`src/rtl/branch_resolver_if.sv`:
```
// Pipeline <-> branch resolver bundle: IF-stage prediction, EX-stage outcome,
// and the redirect / predictor-update / statistics results.
interface branch_resolver_if #(
  parameter int PC_W  = 8,
  parameter int CNT_W = 16
);
  logic             stall;
  logic             if_valid;
  logic [PC_W-1:0]  if_pc;
  logic             pred_taken;
  logic [PC_W-1:0]  pred_target;
  logic             ex_is_branch;
  logic             ex_taken;
  logic [PC_W-1:0]  ex_target;
  logic             flush;
  logic             redirect_valid;
  logic [PC_W-1:0]  redirect_pc;
  logic             upd_valid;
  logic             upd_taken;
  logic [PC_W-1:0]  upd_pc;
  logic [PC_W-1:0]  upd_target;
  logic [CNT_W-1:0] branch_cnt;
  logic [CNT_W-1:0] mispred_cnt;

  // Pipeline side: drives fetch/execute information, consumes the results.
  modport master (
    output stall, if_valid, if_pc, pred_taken, pred_target,
           ex_is_branch, ex_taken, ex_target,
    input  flush, redirect_valid, redirect_pc,
           upd_valid, upd_taken, upd_pc, upd_target,
           branch_cnt, mispred_cnt
  );

  // Resolver side.
  modport slave (
    input  stall, if_valid, if_pc, pred_taken, pred_target,
           ex_is_branch, ex_taken, ex_target,
    output flush, redirect_valid, redirect_pc,
           upd_valid, upd_taken, upd_pc, upd_target,
           branch_cnt, mispred_cnt
  );
endinterface

```
`src/rtl/branch_resolver.sv`:
```
// Branch resolver: carries each fetched PC's BTB prediction through IF/ID and
// ID/EX, compares it with the EX outcome, and emits a registered flush/redirect,
// a predictor update strobe and saturating branch/mispredict counters.
// rst is asynchronous and active-low.
module branch_resolver #(
  parameter int PC_W      = 8,
  parameter int FLUSH_LEN = 2,   // squash window after a redirect, 1..7
  parameter int CNT_W     = 16
) (
  input logic              clk,
  input logic              rst,
  branch_resolver_if.slave bus
);

  typedef enum logic {S_RUN = 1'b0, S_SQUASH = 1'b1} state_t;

  state_t           state_reg, state_next;
  logic [2:0]       cnt_reg, cnt_next;

  // IF/ID and ID/EX stage registers
  logic             id_valid_reg, ex_valid_reg;
  logic [PC_W-1:0]  id_pc_reg, ex_pc_reg;
  logic             id_pt_reg, ex_pt_reg;
  logic [PC_W-1:0]  id_ptgt_reg, ex_ptgt_reg;

  // Registered outputs
  logic             flush_reg, redirect_valid_reg, upd_valid_reg, upd_taken_reg;
  logic [PC_W-1:0]  redirect_pc_reg, upd_pc_reg, upd_target_reg;

  logic             resolve, mispred;
  logic [PC_W-1:0]  fall_thru, pnext, anext;

  // Compare predicted and actual next PC of the EX instruction
  always_comb begin
    fall_thru = ex_pc_reg + PC_W'(4);
    pnext     = ex_pt_reg ? ex_ptgt_reg : fall_thru;
    anext     = bus.ex_taken ? bus.ex_target : fall_thru;
    resolve   = !bus.stall && (state_reg == S_RUN) && ex_valid_reg && bus.ex_is_branch;
    mispred   = resolve && (pnext != anext);
  end

  // FSM state register
  always_ff @(posedge clk or negedge rst) begin
    if (!rst) begin
      state_reg <= S_RUN;
      cnt_reg   <= '0;
    end else begin
      state_reg <= state_next;
      cnt_reg   <= cnt_next;
    end
  end

  // FSM next state: a mispredict opens a squash window that only counts down on unstalled cycles
  always_comb begin
    state_next = state_reg;
    cnt_next   = cnt_reg;
    case (state_reg)
      S_RUN: begin
        if (mispred) begin
          state_next = S_SQUASH;
          cnt_next   = 3'(FLUSH_LEN);
        end
      end
      S_SQUASH: begin
        if (!bus.stall) begin
          if (cnt_reg == 3'd1) begin
            state_next = S_RUN;
            cnt_next   = '0;
          end else begin
            cnt_next = cnt_reg - 3'd1;
          end
        end
      end
      default: state_next = S_RUN;
    endcase
  end

  // Stage registers advance when not stalled; a mispredict kills the younger wrong-path slots
  always_ff @(posedge clk or negedge rst) begin
    if (!rst) begin
      id_valid_reg <= 1'b0;
      id_pc_reg    <= '0;
      id_pt_reg    <= 1'b0;
      id_ptgt_reg  <= '0;
      ex_valid_reg <= 1'b0;
      ex_pc_reg    <= '0;
      ex_pt_reg    <= 1'b0;
      ex_ptgt_reg  <= '0;
    end else if (!bus.stall) begin
      id_valid_reg <= bus.if_valid && !mispred;
      id_pc_reg    <= bus.if_pc;
      id_pt_reg    <= bus.pred_taken;
      id_ptgt_reg  <= bus.pred_target;
      ex_valid_reg <= id_valid_reg && !mispred;
      ex_pc_reg    <= id_pc_reg;
      ex_pt_reg    <= id_pt_reg;
      ex_ptgt_reg  <= id_ptgt_reg;
    end
  end

  // Output registers: strobes last one cycle, payloads hold until the next event
  always_ff @(posedge clk or negedge rst) begin
    if (!rst) begin
      flush_reg          <= 1'b0;
      redirect_valid_reg <= 1'b0;
      redirect_pc_reg    <= '0;
      upd_valid_reg      <= 1'b0;
      upd_taken_reg      <= 1'b0;
      upd_pc_reg         <= '0;
      upd_target_reg     <= '0;
    end else begin
      flush_reg          <= mispred;
      redirect_valid_reg <= mispred;
      upd_valid_reg      <= resolve;
      if (mispred) redirect_pc_reg <= anext;
      if (resolve) begin
        upd_taken_reg  <= bus.ex_taken;
        upd_pc_reg     <= ex_pc_reg;
        upd_target_reg <= bus.ex_target;
      end
    end
  end

  // Statistics: index 0 counts resolves, index 1 counts mispredicts
  logic [1:0]            stat_inc;
  logic [1:0][CNT_W-1:0] stat_q;
  assign stat_inc = {mispred, resolve};

  genvar gi;
  for (gi = 0; gi < 2; gi++) begin : g_stat
    logic [CNT_W-1:0] count_reg;
    // Saturating event counter
    always_ff @(posedge clk or negedge rst) begin
      if (!rst)
        count_reg <= '0;
      else if (stat_inc[gi] && (count_reg != {CNT_W{1'b1}}))
        count_reg <= count_reg + CNT_W'(1);
    end
    assign stat_q[gi] = count_reg;
  end

  assign bus.flush          = flush_reg;
  assign bus.redirect_valid = redirect_valid_reg;
  assign bus.redirect_pc    = redirect_pc_reg;
  assign bus.upd_valid      = upd_valid_reg;
  assign bus.upd_taken      = upd_taken_reg;
  assign bus.upd_pc         = upd_pc_reg;
  assign bus.upd_target     = upd_target_reg;
  assign bus.branch_cnt     = stat_q[0];
  assign bus.mispred_cnt    = stat_q[1];

endmodule

```
`src/flat_wrapper.sv`:
```
// flat-port wrapper written by rule: the top's interface ports become plain ports
module branch_resolver_flat 
#(
  parameter int PC_W      = 8,
  parameter int FLUSH_LEN = 2,                                          
  parameter int CNT_W     = 16
)
  (clk, rst, bus_stall, bus_if_valid, bus_if_pc, bus_pred_taken, bus_pred_target, bus_ex_is_branch, bus_ex_taken, bus_ex_target, bus_flush, bus_redirect_valid, bus_redirect_pc, bus_upd_valid, bus_upd_taken, bus_upd_pc, bus_upd_target, bus_branch_cnt, bus_mispred_cnt);
  branch_resolver_if #(.PC_W(PC_W), .CNT_W(CNT_W)) bus_i ();
  input logic clk;
  input logic rst;
  input wire logic [$bits(bus_i.stall)-1:0] bus_stall;
  input wire logic [$bits(bus_i.if_valid)-1:0] bus_if_valid;
  input wire logic [$bits(bus_i.if_pc)-1:0] bus_if_pc;
  input wire logic [$bits(bus_i.pred_taken)-1:0] bus_pred_taken;
  input wire logic [$bits(bus_i.pred_target)-1:0] bus_pred_target;
  input wire logic [$bits(bus_i.ex_is_branch)-1:0] bus_ex_is_branch;
  input wire logic [$bits(bus_i.ex_taken)-1:0] bus_ex_taken;
  input wire logic [$bits(bus_i.ex_target)-1:0] bus_ex_target;
  output wire logic [$bits(bus_i.flush)-1:0] bus_flush;
  output wire logic [$bits(bus_i.redirect_valid)-1:0] bus_redirect_valid;
  output wire logic [$bits(bus_i.redirect_pc)-1:0] bus_redirect_pc;
  output wire logic [$bits(bus_i.upd_valid)-1:0] bus_upd_valid;
  output wire logic [$bits(bus_i.upd_taken)-1:0] bus_upd_taken;
  output wire logic [$bits(bus_i.upd_pc)-1:0] bus_upd_pc;
  output wire logic [$bits(bus_i.upd_target)-1:0] bus_upd_target;
  output wire logic [$bits(bus_i.branch_cnt)-1:0] bus_branch_cnt;
  output wire logic [$bits(bus_i.mispred_cnt)-1:0] bus_mispred_cnt;
  assign bus_i.stall = bus_stall;
  assign bus_i.if_valid = bus_if_valid;
  assign bus_i.if_pc = bus_if_pc;
  assign bus_i.pred_taken = bus_pred_taken;
  assign bus_i.pred_target = bus_pred_target;
  assign bus_i.ex_is_branch = bus_ex_is_branch;
  assign bus_i.ex_taken = bus_ex_taken;
  assign bus_i.ex_target = bus_ex_target;
  assign bus_flush = bus_i.flush;
  assign bus_redirect_valid = bus_i.redirect_valid;
  assign bus_redirect_pc = bus_i.redirect_pc;
  assign bus_upd_valid = bus_i.upd_valid;
  assign bus_upd_taken = bus_i.upd_taken;
  assign bus_upd_pc = bus_i.upd_pc;
  assign bus_upd_target = bus_i.upd_target;
  assign bus_branch_cnt = bus_i.branch_cnt;
  assign bus_mispred_cnt = bus_i.mispred_cnt;
  branch_resolver #(.PC_W(PC_W), .FLUSH_LEN(FLUSH_LEN), .CNT_W(CNT_W)) u_core (.clk(clk), .rst(rst), .bus(bus_i));
endmodule
```
`config.mk`:
```
export PLATFORM = sky130hd
export DESIGN_NAME = branch_resolver_flat
export DESIGN_NICKNAME = d
export VERILOG_FILES = /design/src/rtl/branch_resolver_if.sv /design/src/rtl/branch_resolver.sv /design/src/flat_wrapper.sv
export SDC_FILE = /design/constraint.sdc
export NUM_CORES = 1
export LEC_CHECK = 0
export ABC_CLOCK_PERIOD_IN_PS = 4500
export CAP_MARGIN = 20
export CORE_MARGIN = 3
export CORE_UTILIZATION = 40
export DETAILED_ROUTE_END_ITERATION = 10
export SYNTH_ARGS = -nofsm -noshare
export SYNTH_HDL_FRONTEND = slang
export SYNTH_SLANG_ARGS = --single-unit
```
`constraint.sdc`:
```
create_clock -name clk -period 4.5 [get_ports clk]
set_input_delay 0.9 -clock clk [delete_from_list [all_inputs] [get_ports clk]]
set_output_delay 0.9 -clock clk [all_outputs]
set_load 0.02 [all_outputs]
```
==> results of run 1 <==
## per-stage QoR
stage / setup WS (ns) / area [sq um] / instances
CTS: 1.234 / 5886 / 616
global route: 1.017 / 5886 / 616
finish: 1.228 / 5886 / 616
floorplan: 1.797 / 4607 / 384
global placement: 0.9535 / 5622 / 600
detailed placement: 0.8700 / 5622 / 600
## cell usage after synthesis (2+ instances only)
master	number
dfrtp_1	99
mux2_2	56
xnor2_1	34
nand2_1	24
xor2_1	19
nor2_1	16
inv_1	14
nand3_1	13
nand4_1	12
a21oi_1	8
and3_1	7
clkbuf_1	7
o21ai_0	6
ha_1	5
mux2i_1	5
nor3_1	5
a31oi_1	4
buf_1	4
buf_2	4
and2_1	3
buf_4	3
nand2b_1	3
o21ai_1	3
o22ai_1	3
a221o_1	2
a311oi_1	2
mux2_1	2
nor2b_1	2
or3_1	2
## layer usage
| layer | GRT usage, % | vias up | part of all wire (%) |
|---|---|---|---|
| met3 | 4.118 | 13 | 5.5 |
| met2 | 23.22 | 69 | 45 |
| met4 | 5.929 | 0 | 1.6 |
| met5 | 0 | - | 0 |
| met1 | 21.85 | 1547 | 47 |
| li1 | - | 1529 | - |
## report_power, final
part           internal (mW)  total (mW)  switching [mW]
clock                  0.376       0.693           0.318
combinational          0.484       0.924           0.440
sequential              1.09        1.24           0.152
## area by class of cell
type	count	share of cell area [%]
sequential	99	42.09
multi-input combinational	253	33.86
inverter	14	0.8929
tap	140	2.976
clock buffer	12	4.018
clock inverter	4	0.4677
timing repair buffer	94	15.69
## worst register-to-register path, delay by kind of cell (launching register included)
kind | cells | cell delay [ns]
AOI/OAI and AO/OA | 3 | 1.25
DFF | 1 | 0.49
and+or+nand+nor | 2 | 0.35
adders and majority gates | 1 | 0.24
xor gates and xnor gates | 1 | 0.22
muxes | 1 | 0.35
## how the worst max path moves through the flow
stage	startpoint	to	slack [ns]	cells past startpoint
finish	bus_ex_taken	u_core.bus.mispred_cnt[12]$_DFFE_PN0P_	1.23	8
global route	bus_ex_taken	u_core.bus.mispred_cnt[12]$_DFFE_PN0P_	1.02	8
CTS	bus_ex_taken	u_core.bus.mispred_cnt[12]$_DFFE_PN0P_	1.23	8
detailed placement	bus_ex_taken	u_core.bus.mispred_cnt[12]$_DFFE_PN0P_	0.87	8
global placement	bus_ex_taken	u_core.bus.mispred_cnt[12]$_DFFE_PN0P_	0.95	8
floorplan	bus_ex_taken	u_core.bus.mispred_cnt[7]$_DFFE_PN0P_	1.80	9
## logic make-up (layout without fill, tap and decap cells)
family	Yosys count	in the layout	synth area share (%)
flip-flops	99	99	53.78
AO/OA/AOI/OAI	40	40	6.410
AND/OR/NAND/NOR	92	92	10.16
XOR/XNOR	53	53	10.08
buffers and inverters	32	124	2.960
multiplexers	63	63	15.26
adder cells (fa/ha/maj)	5	5	1.358
==> out/qor.yml, run 1 <==
min_path:
  min_path_type: "reg2reg"
  holdCritStartpoint: "u_core.bus.mispred_cnt[5]$_DFFE_PN0P_"
  hold_path_depth: 1
  worst_hold_path.endpoint: "u_core.bus.mispred_cnt[5]$_DFFE_PN0P_"
cts:
  cts-resized-gates: 0
  cts_tree: "done"
  cts.sinks: 99
  cts_hold_buf: 0
  htreeDepth: 3
  cts-root-buf: "clkbuf_16"
  cts_buffers: 9
  clk_latency_ns: 0.34
  cts_setup_buffers: 0
  max-clock-path-buffers: 2
  path_clk_slew_ns: 0.07
worst_setup_path:
  cp.required_ns: 4.71
  worstSetupStartpointType: "input pin"
  reg2reg_to: "u_core.bus.mispred_cnt[12]$_DFFE_PN0P_"
  reg2reg_from: "u_core.ex_pc_reg[2]$_DFFE_PN0N_"
  r2r_cells: 8
  r2r_slack_ns: 1.48
  cp_slowest_stage_delay_ns: 0.56
  critPathKind: "in2reg"
  slowest_stage: "clkdlybuf4s50_1"
  critical_path.endpoint_type: "flop"
  crit_chain: "clkdlybuf4s50_1 -> buf_4 -> nor3_1 -> a221o_1 -> o21ai_0 -> a41oi_4 -> nand4_1 -> mux2_1"
  cp.arrival_ns: 3.49
  cp_num_buf_inv: 2
  critPathTopFamily: "compound AO/OA/AOI/OAI gates"
  critPathMaxFanout: 24
floorplan:
  placementRows: 38
  coreArea_sq_um: 11030
  initial_core_util_pct: 41.76
  die_w_microns: 113.3
  io_pins: 91
  die_h_microns: 113.3
  fp.dieArea_sq_um: 12840
cells_and_area:
  regArea_sq_um: 2477
  syn_to_final_growth_pct: 27.76
  layout_commonest_cell: "dfrtp_1"
  fin_util_pct: 53.36
  fin_nets: 507
  final_cell_mix: "dfrtp_1 (99), clkdlybuf4s50_1 (88), mux2_2 (56)"
  antenna_cells: 0
  multi_input_area_sq_um: 1993
  fill_cells: 1003
  drive_gt1_share_pct: 16.81
synth:
  synth_area_per_cell_sq_um: 12.00
  synth.area.top_cells: "dfrtp_1 (54%), mux2_2 (14%), xnor2_1 (6.5%), xor2_1 (3.6%), nand2_1 (2.0%)"
  yosysSeqAreaShare_pct: 53.78
  netlist_area_sq_um: 4607
  synth_cells: 384
  synthDominantCellAreaShare_pct: 53.78
  synth_seq_cells: 99
  yosys_warnings: 0
  synth_edf_count: 0
  syn-num-nets: 420
  synth_area_leader_cell: "dfrtp_1"
  synth.distinct_cells: 46
  postSynth.asyncResetShare_pct: 100.0
  synth_ff_type: "dfrtp_1"
power_and_ir_drop:
  powerDensity_nw_per_um2: 485.7
  ir_drop_uv: 312.6
  power_leakage_nw: 2.492
  p_total_mw: 2.859
grt:
  grt_max_degree: 72
  antenna_found_initial: 0
  grt-ovfl-total: 0
  grt_pass1_wl_microns: 15860
  globalRouteTotalUtil_pct: 15.59
  first_global_vias: 3122
job:
  maxCapViolations: 0
place:
  place.port_buffers: 90
  gp_congestion: 0.7953
  hpwl_microns: 6776
timing:
  tns_ns: 0
  rsz0062_at_grt: "false"
  relSlewSlack_pct: 40.38
  finClkSkew_ns: 0.008241
  period_share_pct: 72.71
  fin_crit_ns: 3.272
  drv_slew: 0
  hold_viol: 0
  fmax_mhz: 305.6
  tightest_slew_ns: 0.8943
  hold_slack_ns: 0.4886
  setup_viol: 0
drt:
  vias: 3158
  drt-initial-drc-count: 137
  routed_via_density: 5.127
  wirelength_microns: 9551
  dr.pass1.iters: 4
  antenna_left: 0
  drc: 0
  wl_per_cell_microns: 15.50
run_status:
  status: "finished clean"
Note: power is estimated with default switching activity, not from simulation.
==> run 2, diff against run 1 <==
Settings changed: ABC_CLOCK_PERIOD_IN_PS 4500 to 3050.
Clock period 4.5 ns to 3.05 ns, I/O delays scaled along.
==> out/qor.yml, run 2 (synthesis gave the netlist of run 1 again) <==
timing:
  finClkSkew_ns: 0.006380  # -0.001861 ns
  relSlewSlack_pct: 57.23  # +17 points
  tightest_slew_ns: 0.6415  # -0.2528 ns
  hold_slack_ns: 0.2845  # -0.2041 ns
  period_share_pct: 86.47
  drv_slew: 0  # unchanged
  fin_crit_ns: 2.637
  hold_viol: 0  # unchanged
  tns_ns: 0  # unchanged
  setup_viol: 0  # unchanged
  fmax_mhz: 379.2
  rsz0062_at_grt: "false"
cts:
  max-clock-path-buffers: 2  # unchanged
  htreeDepth: 3  # unchanged
  clk_latency_ns: 0.35  # about the same
  cts-resized-gates: 0  # unchanged
  cts-root-buf: "clkbuf_16"
  cts_setup_buffers: 0  # unchanged
  cts_tree: "done"
  cts.sinks: 99  # unchanged
  path_clk_slew_ns: 0.06  # about the same
  cts_buffers: 9  # unchanged
  cts_hold_buf: 0  # unchanged
worst_setup_path:
  critical_path.endpoint_type: "flop"
  r2r_slack_ns: 0.42  # -1.06 ns
  cp.arrival_ns: 2.87  # -0.62 ns
  cp.required_ns: 3.28  # -1.43 ns
  critPathKind: "in2reg"
  worstSetupStartpointType: "input pin"
  critPathMaxFanout: 24  # unchanged
drt:
  wirelength_microns: 9537  # -0.15%
  dr.pass1.iters: 4  # unchanged
  routed_via_density: 5.093  # -0.67%
  vias: 3193  # +1.1%
  wl_per_cell_microns: 15.21  # -1.9%
  drc: 0  # unchanged
  antenna_left: 0  # unchanged
  drt-initial-drc-count: 157  # +15%
grt:
  grt-ovfl-total: 0  # unchanged
  first_global_vias: 3038  # -2.7%
  antenna_found_initial: 0  # unchanged
  grt_max_degree: 52  # -28%
  globalRouteTotalUtil_pct: 15.41  # -0.19 points
  grt_pass1_wl_microns: 15530  # -2.1%
floorplan:
  placementRows: 38  # unchanged
  die_h_microns: 113.3  # unchanged
  fp.dieArea_sq_um: 12840  # unchanged
  io_pins: 91  # unchanged
  initial_core_util_pct: 41.76  # unchanged
  coreArea_sq_um: 11030  # unchanged
  die_w_microns: 113.3  # unchanged
place:
  place.port_buffers: 90  # unchanged
  hpwl_microns: 6833  # +0.84%
  placed_cells: 612  # +2.0%
  gp_congestion: 0.8095  # +1.8%
cells_and_area:
  regArea_sq_um: 2477  # unchanged
  fin_nets: 519  # +2.4%
  instances_no_fill: 627  # +1.8%
  multi_input_area_sq_um: 1993  # unchanged
  drive_gt1_share_pct: 19.10  # +2.3 points
  final_cell_mix: "dfrtp_1 (99), clkdlybuf4s50_1 (88), mux2_2 (56)"
  layout_commonest_cell: "dfrtp_1"
  fill_cells: 1006  # +0.30%
  syn_to_final_growth_pct: 30.42
  antenna_cells: 0  # unchanged
power_and_ir_drop:
  powerDensity_nw_per_um2: 718.5  # +48%
  p_total_mw: 4.317  # +51%
  ir_drop_uv: 427.2  # +37%
  power_leakage_nw: 2.559  # +2.7%
run_status:
  status: "finished clean"
job:
  maxCapViolations: 0  # unchanged
min_path:
  min_path_type: "in2async"
[run 2: changes by cell type in the layout (fill, tap and decap cells not counted)]
| cell | previous run | this run |
|---|---|---|
| buf_12 | 0 | 1 |
| buf_4 | 5 | 16 |
| bufinv_16 | 0 | 1 |
| clkbuf_1 | 3 | 1 |
| clkinv_4 | 2 | 0 |
| clkinvlp_4 | 0 | 2 |
[run 2: path summary, 6_finish.rpt]
check / startpoint / to / depth (start not counted)
worst min register to register: u_core.bus.mispred_cnt[10]$_DFFE_PN0P_ / u_core.bus.mispred_cnt[10]$_DFFE_PN0P_ / 1
worst min-delay path: rst / u_core.bus.redirect_pc[5]$_DFFE_PN0P_ / 1
worst max register to register: u_core.ex_pc_reg[2]$_DFFE_PN0N_ / u_core.bus.mispred_cnt[4]$_DFFE_PN0P_ / 9
worst max-delay path: bus_ex_taken / u_core.bus.mispred_cnt[4]$_DFFE_PN0P_ / 9
max in group asynchronous: rst / u_core.bus.branch_cnt[2]$_DFFE_PN0P_ / 2
min in group clk: u_core.bus.mispred_cnt[10]$_DFFE_PN0P_ / u_core.bus.mispred_cnt[10]$_DFFE_PN0P_ / 1
[run 2: critical path, cell delays in order]
cell and delay [ns]:
clkdlybuf4s50_1 0.55, buf_4 0.29, o221ai_1 0.17, a311oi_1 0.30, o21ai_1 0.15, a41oi_4 0.24
buf_4 0.26, nand4_1 0.13, xnor2_1 0.15
[run 2: where the power goes]
| group | switching [mW] | total [mW] | leakage [nW] | internal, mW |
|---|---|---|---|---|
| Sequential | 0.215 | 1.82 | 1.22 | 1.61 |
| Combinational | 0.654 | 1.39 | 1.20 | 0.733 |
| Clock | 0.479 | 1.11 | 0.134 | 0.628 |
| Total | 1.35 | 4.32 | 2.56 | 2.97 |
[run 2: final cells by class]
type	instances	share of cell area (%)
Sequential cell	99	41.23
Tap cell	140	2.915
Clock inverter	5	0.9163
Inverter	14	0.8746
Multi-Input combinational cell	253	33.17
Clock buffer	10	3.811
Timing Repair Buffer	106	17.08
[run 2: per-stage QoR]
stage	util, %	instance area [sq um]	setup slack, ns
floorplan	-	4607	0.6368
global placement	51.89	5724	0.1263
detailed placement	51.89	5724	0.04138
CTS	54.47	6008	0.4154
global route	54.47	6008	0.1735
finish	54.47	6008	0.4127
[run 2: metal layers]
metal  track usage (%)  part of all wire (%)  up-vias
met1             21.03                    47     1549
li1                  -                     -     1551
met5                 0                     0        -
met3             5.187                   6.4        8
met2             22.91                    45       85
met4             5.609                   1.2        0
==> run 3, diff against run 2 <==
Settings changed: GPL_ROUTABILITY_DRIVEN set to 0.
==> results of run 3 <==
The final DEF is identical to that of run 2; final timing and power are the same.
